### config.mk
export PLATFORM = sky130hd
export DESIGN_NAME = bcd_down_counter_flat
export DESIGN_NICKNAME = d
export VERILOG_FILES = /design/src/rtl/bcd_down_counter_if.sv /design/src/rtl/bcd_down_counter.sv /design/src/flat_wrapper.sv
export SDC_FILE = /design/constraint.sdc
export NUM_CORES = 1
export LEC_CHECK = 0
export ABC_AREA = 1
export CAP_MARGIN = 20
export CORE_MARGIN = 2
export CORE_UTILIZATION = 46
export DETAILED_ROUTE_END_ITERATION = 8
export PLACE_DENSITY = 0.79
export SYNTH_ARGS = -nofsm -noshare
export SYNTH_HDL_FRONTEND = slang
export SYNTH_SLANG_ARGS = --single-unit
export TNS_END_PERCENT = 30
### constraint.sdc
create_clock -name clk -period 1.57 [get_ports clk]
set_input_delay 0.314 -clock clk [delete_from_list [all_inputs] [get_ports clk]]
set_output_delay 0.314 -clock clk [all_outputs]
set_load 0.05 [all_outputs]
### src/rtl/bcd_down_counter_if.sv
// ============================================================================
// Module   : bcd_down_counter_if
// Purpose  : Control/status bundle between a countdown-timer client and the
//            BCD down-counter (digit 0 in the low nibble).
// Revision : 1.0
// ============================================================================
`default_nettype none

interface bcd_down_counter_if #(
   parameter int DIGITS = 4
);
   logic                  load;
   logic [4*DIGITS-1:0]   load_val;
   logic                  count_en;
   logic [4*DIGITS-1:0]   q;
   logic                  zero;
   logic                  done;
   logic                  borrow;

   modport master (
      output load, load_val, count_en,
      input  q, zero, done, borrow
   );

   modport slave (
      input  load, load_val, count_en,
      output q, zero, done, borrow
   );
endinterface

`default_nettype wire

### src/rtl/bcd_down_counter.sv
// ============================================================================
// Module   : bcd_down_counter
// Purpose  : Multi-digit BCD countdown counter with clamped parallel load,
//            single-cycle borrow chain, done and wrap-borrow pulses.
// Revision : 1.0
// ============================================================================
`default_nettype none

module bcd_down_counter #(
   parameter int DIGITS = 4,
   parameter bit WRAP   = 1'b0
) (
   input  wire logic             clk,
   input  wire logic             reset,
   bcd_down_counter_if.slave     bus
);

   localparam int c_QW = 4 * DIGITS;

   logic [c_QW-1:0]  r_q;
   logic             r_done;
   logic             r_borrow;
   logic [c_QW-1:0]  w_load;
   logic [c_QW-1:0]  w_dec;
   logic [DIGITS:0]  w_bin;
   logic             w_zero;
   logic             w_one;

   // w_bin[i] is the borrow into digit i; it ripples combinationally so the
   // whole count updates on one edge. Falling off the top means q was zero,
   // and in that case w_dec is already all-nines.
   assign w_bin[0] = 1'b1;

   for (genvar i = 0; i < DIGITS; i++) begin : g_digit
      logic [3:0] w_d;
      logic [3:0] w_ld;
      assign w_d  = r_q[4*i +: 4];
      assign w_ld = bus.load_val[4*i +: 4];
      assign w_load[4*i +: 4] = (w_ld > 4'd9) ? 4'd9 : w_ld;
      assign w_dec[4*i +: 4]  = !w_bin[i]      ? w_d  :
                                (w_d == 4'd0)  ? 4'd9 : (w_d - 4'd1);
      assign w_bin[i+1] = w_bin[i] & (w_d == 4'd0);
   end

   assign w_zero = w_bin[DIGITS];
   assign w_one  = (r_q == {{(c_QW-4){1'b0}}, 4'd1});

   always_ff @(posedge clk or posedge reset) begin
      if (reset) begin
         r_q      <= '0;
         r_done   <= 1'b0;
         r_borrow <= 1'b0;
      end else begin
         r_done   <= 1'b0;
         r_borrow <= 1'b0;
         if (bus.load) begin
            r_q <= w_load;
         end else if (bus.count_en) begin
            if (!w_zero) begin
               r_q    <= w_dec;
               r_done <= w_one;
            end else if (WRAP) begin
               r_q      <= w_dec;
               r_borrow <= 1'b1;
            end
         end
      end
   end

   assign bus.q      = r_q;
   assign bus.zero   = w_zero;
   assign bus.done   = r_done;
   assign bus.borrow = r_borrow;

endmodule

`default_nettype wire

### src/flat_wrapper.sv
// flat-port wrapper written by rule: the top's interface ports become plain ports
module bcd_down_counter_flat 
#(
   parameter int DIGITS = 4,
   parameter bit WRAP   = 1'b0
)
  (clk, reset, bus_load, bus_load_val, bus_count_en, bus_q, bus_zero, bus_done, bus_borrow);
  bcd_down_counter_if #(.DIGITS(DIGITS)) bus_i ();
  input  wire logic clk;
  input  wire logic reset;
  input wire logic [$bits(bus_i.load)-1:0] bus_load;
  input wire logic [$bits(bus_i.load_val)-1:0] bus_load_val;
  input wire logic [$bits(bus_i.count_en)-1:0] bus_count_en;
  output wire logic [$bits(bus_i.q)-1:0] bus_q;
  output wire logic [$bits(bus_i.zero)-1:0] bus_zero;
  output wire logic [$bits(bus_i.done)-1:0] bus_done;
  output wire logic [$bits(bus_i.borrow)-1:0] bus_borrow;
  assign bus_i.load = bus_load;
  assign bus_i.load_val = bus_load_val;
  assign bus_i.count_en = bus_count_en;
  assign bus_q = bus_i.q;
  assign bus_zero = bus_i.zero;
  assign bus_done = bus_i.done;
  assign bus_borrow = bus_i.borrow;
  bcd_down_counter #(.DIGITS(DIGITS), .WRAP(WRAP)) u_core (.clk(clk), .reset(reset), .bus(bus_i));
endmodule
After elaboration in Yosys (flattened, before gate mapping)
Cells that the tools add are included.

cells by class
  $add $sub $neg = 4
  eq/ne operators = 2
  order comparisons = 4
  mux-type cells = 17
  bitwise operators = 3
  reduce and logical (&&, ||, !) cells = 12

operators by type and width
  cell                                                                     number
  16-bit two-way mux                                                       3
  4-bit two-way mux                                                        11
  16-bit by 1-bit equality test with 1-bit output (second input constant)  1
  4-bit > comparator (second input constant)                               4
  4-bit logical NOT                                                        4
  4-bit by 1-bit subtractor with 4-bit output (second input constant)      4
  3-bit AND reduction                                                      3
  2-bit nonzero test                                                       4
  1-bit AND                                                                3
  1-bit two-way mux                                                        3
  2-bit inequality test (second input constant)                            1
  2-bit AND reduction                                                      1

storage, ports and cells
  logic and storage cells = 47
  register bits after elaboration = 17

Depth between registers and ports, before layout
  depth after elaboration = 7
  depth in mapped cells = 8

Least setup slack after synthesis
OpenSTA, ideal clock, no wires.

  kind = reg-to-output
  start = reg u_core.r_q[1], in the netlist u_core.bus.q[1]
  end = out bus_zero
  data arrival time = 1.375 ns
  cell stages (with the launch flop) = 6
  required time = 1.256 ns
  path slack = -0.119 ns
  cell sequence = dfrtp_1 nor2_4 nand2_2 nor2_8 nand3_4 inv_2

between the ends
  longest elaborated chain between the ends = 4

RTL lines
  element                   RTL line                source
  start: declaration        bcd_down_counter.sv:20  logic [c_QW-1:0] r_q;
  start signal: assignment  bcd_down_counter.sv:57  r_q <= w_load;
  start signal: assignment  bcd_down_counter.sv:60  r_q <= w_dec;
  start signal: assignment  bcd_down_counter.sv:63  r_q <= w_dec;
  4-bit logical NOT         bcd_down_counter.sv:42  assign w_bin[i+1] = w_bin[i] & (w_d == 4'd0);
  1-bit AND (3 in series)   bcd_down_counter.sv:42
  end: declaration          flat_wrapper.sv:15      output wire logic [$bits(bus_i.zero)-1:0] bus_zero;

Every way passes these cells.

Worst setup path after layout
  start = reg u_core.r_q[14], in the netlist u_core.bus.q[14]
  end = out bus_zero

between the ends
  longest elaborated chain between the ends = 2

RTL lines
  element            RTL line
  4-bit logical NOT  bcd_down_counter.sv:42
  1-bit AND          bcd_down_counter.sv:42

Every way passes these cells.

==> impl_metrics.py <==
metrics = {
    "run_status": {
        "status": "finished, violations left",
        "violations": "negative setup slack",
    },
    "sta": {
        "hold_viol_final": 0,
        "fmax_mhz": 586,
        "layout_worst_path_cycle_share": 1.09,
        "setup_ws_ns": -0.136,
        "slew_violations": 0,
        "min_period_ns": 1.71,
        "finalSetupViolCount": 1,
        "skew_ns": 0.00368,
        "holdWs_ns": 0.327,
        "rsz0062_at_grt": "true",
    },
    "yosys": {
        "synthesis.nets": 200,
        "ys_ff_latch": 17,
        "yosysUniqueCellTypes": 31,
        "synth_cells": 180,
        "seq_area_frac_synth": 0.340,
        "netlist_area_sq_um": 1250,
        "syn_area_per_cell_sq_um": 6.96,
        "yosysWarningCount": 0,
    },
    "cts": {
        "clockRootBuffer": "clkbuf_4",
        "cts_max_path_buffers": 2,
        "cts_hold_buffers": 0,
        "clk_pin_slew_worst_paths_ns": 0.11,
        "cts_buffers": 3,
        "clock_sinks": 17,
        "htreeDepth": 1,
        "clk-insertion-delay-late_ns": 0.30,
        "cts_tree": "done",
    },
    "setup_path": {
        "crit_path_start_kind": "flip-flop",
        "slowest_stage": "dfrtp_2",
        "worst-path-buf-inv": 3,
        "critical-path-top-delay-family": "flip-flops",
        "required_ns": 1.26,
        "cp.arrival_ns": 1.39,
        "crit_path_max_incr_delay_ns": 0.43,
        "crit_chain": "nor2_2, nand2_2, inv_2, nand3_4, inv_4, buf_12",
        "critPathCaptureType": "output pin",
        "crit_type": "flip-flop to output pin",
        "critPathMaxFanout": 3,
    },
    "route": {
        "drtAntennaViolNets": 0,
        "highest_layer": "met4",
        "avgViaCountPerCell": 5.82,
        "route.detailed.wl_per_inst_um": 16.3,
        "wl_met3_um": 437,
        "drtPass1Iterations": 6,
        "wl_met1_um": 1650,
        "routed_wirelength_um": 4630,
        "route.vias.total": 1646,
        "met2WireLength_um": 2400,
        "drtIter0Drc": 114,
        "drc": 0,
    },
    "floorplan": {
        "die-width_um": 56.2,
        "dieArea_sq_um": 3160,
        "start_util": 0.497,
        "pin_count": 39,
        "rows": 18,
        "core_area_sq_um": 2520,
        "die_h_um": 56.2,
    },
    "global_route": {
        "track_usage": 0.286,
        "antenna_found_initial": 0,
        "grt_max_degree": 18,
        "grt_pass1_vias": 1606,
        "grt_pass1_wl_um": 7250,
        "overflow": 0,
    },
    "cells_and_area": {
        "antennaDiodeCount": 0,
        "drive_gt1_frac": 0.403,
        "multi_input_area_sq_um": 778,
        "fillers": 128,
        "seq_area_sq_um": 445,
        "final_util": 0.869,
        "area_growth_syn_to_layout_pct": 74.9,
        "final_nets": 274,
    },
    "flow_run": {
        "maxCapViolCount": 0,
    },
    "worst_hold_path": {
        "hp-class": "input pin to asynchronous set/reset pin",
    },
    "place": {
        "gp_congestion": 0.864,
        "dp_hpwl_um": 2810,
        "port_buffers": 37,
    },
    "power": {
        "total_power_w": 0.00256,
        "max-vdd-ir-drop_v": 0.000943,
        "power_density_nw_per_um2": 1170,
        "power.leakage_nw": 1.08,
    },
}
-- cell families after synthesis --
family | after synthesis | share of synthesized area
and+or+nand+nor | 109 | 0.437
AOI/OAI and AO/OA | 26 | 0.119
buffers and inverters | 24 | 0.0809
DFF | 17 | 0.340
xor gates and xnor gates | 3 | 0.0210
other | 1 | 0.00299
-- flip-flops by register name (all words and copies together) (netlist names) --
name / count
u_core.bus.done: 1
u_core.bus.q: 16
-- final timing paths --
kind                                   from          endpoint  slack, ns  depth (start not counted)
min                                   reset  u_core.bus.q[11]       0.33                          3
max reg2reg                u_core.bus.q[14]   u_core.bus.q[3]       0.10                          9
max in group asynchronous             reset   u_core.bus.q[1]       1.03                          3
max                        u_core.bus.q[14]          bus_zero      -0.14                          6
min in group clk           u_core.bus.q[15]  u_core.bus.q[15]       0.70                          3
min reg2reg                u_core.bus.q[15]  u_core.bus.q[15]       0.70                          3
-- final cells by class --
class,instances,area share
multi-input cells,139,0.355
repair buffers,74,0.378
well taps,30,0.0171
inverters,19,0.0337
clock inverters,1,0.00228
flip-flops and latches,17,0.203
clock buffers,3,0.0103
-- power breakdown --
part / total (W) / switching (W) / internal, W / leakage, nW
Sequential: 0.000628 / 0.0000916 / 0.000537 / 0.194
Clock: 0.000245 / 0.000150 / 0.0000949 / 0.0177
Combinational: 0.00169 / 0.000918 / 0.000770 / 0.864
Total: 0.00256 / 0.00116 / 0.00140 / 1.08
-- layer usage --
metal	GRT usage	up-vias
met4	0.126	0
met2	0.508	117
met5	0	-
li1	-	734
met3	0.0419	20
met1	0.339	775
-- what timing repair did --
action / in CTS / in global routing
setup endpoints to repair: 1 / 5
pin swaps: 2 / 4
resized for setup: 10 / 3
cloned: 0 / 0
buffers inserted: 11 / 5
hold endpoints to repair: 0 / 0
-- synth_stat cells --
cell / n / area (sq um)
or2_1: 1 / 6.26
a21oi_1: 3 / 15.0
nand2_1: 49 / 184
buf_2: 3 / 15.0
xor2_1: 2 / 17.5
buf_4: 2 / 15.0
nand2_2: 5 / 31.3
a31oi_1: 1 / 6.26
nand4_2: 1 / 12.5
o21ai_1: 5 / 25.0
xnor2_1: 1 / 8.76
nor2_8: 1 / 20.0
nor2_1: 12 / 45.0
nor2_2: 3 / 18.8
or2_2: 1 / 6.26
nand4_1: 5 / 31.3
nor2_4: 2 / 22.5
nand2_4: 1 / 11.3
inv_1: 13 / 48.8
o21ai_0: 12 / 60.1
conb_1: 1 / 3.75
nand3_1: 25 / 125
inv_2: 5 / 18.8
nand3_4: 1 / 17.5
a22oi_1: 3 / 22.5
dfrtp_1: 17 / 425
clkinv_1: 1 / 3.75
o211ai_2: 1 / 12.5
nand3_2: 1 / 10.0
a21boi_0: 1 / 7.51
nor3_1: 1 / 5.00
-- tightest hold or removal path: cells and delay by family --
| kind | cells | cell delay, ns |
|---|---|---|
| buf+inv | 3 | 0.69 |
-- placed cells by master (no fill, tap or decap), drive strengths merged, types with 2 or more instances in the layout --
| cell type | synthesis | final |
|---|---|---|
| a21oi | 3 | 3 |
| a22oi | 3 | 3 |
| buf | 5 | 55 |
| clkbuf | 0 | 3 |
| clkdlybuf4s50 | 0 | 19 |
| clkinv | 1 | 2 |
| dfrtp | 17 | 17 |
| inv | 18 | 18 |
| nand2 | 55 | 55 |
| nand3 | 27 | 27 |
| nand4 | 6 | 6 |
| nor2 | 18 | 18 |
| o21ai | 17 | 17 |
| or2 | 2 | 2 |
| xor2 | 2 | 2 |
-- through the flow --
stage	instances	setup TNS [ns]	setup WS, ns	area (sq um)
3_5_place_dp	263	-0.0901	-0.0231	1990
6_report	283	-0.136	-0.136	2190
4_1_cts	278	-0.112	-0.112	2140
5_1_grt	283	-0.177	-0.177	2190
2_1_floorplan	180	0	0.0270	1270
3_3_place_gp	263	0	0.0239	1990
Power figures use the tool's default switching activity.
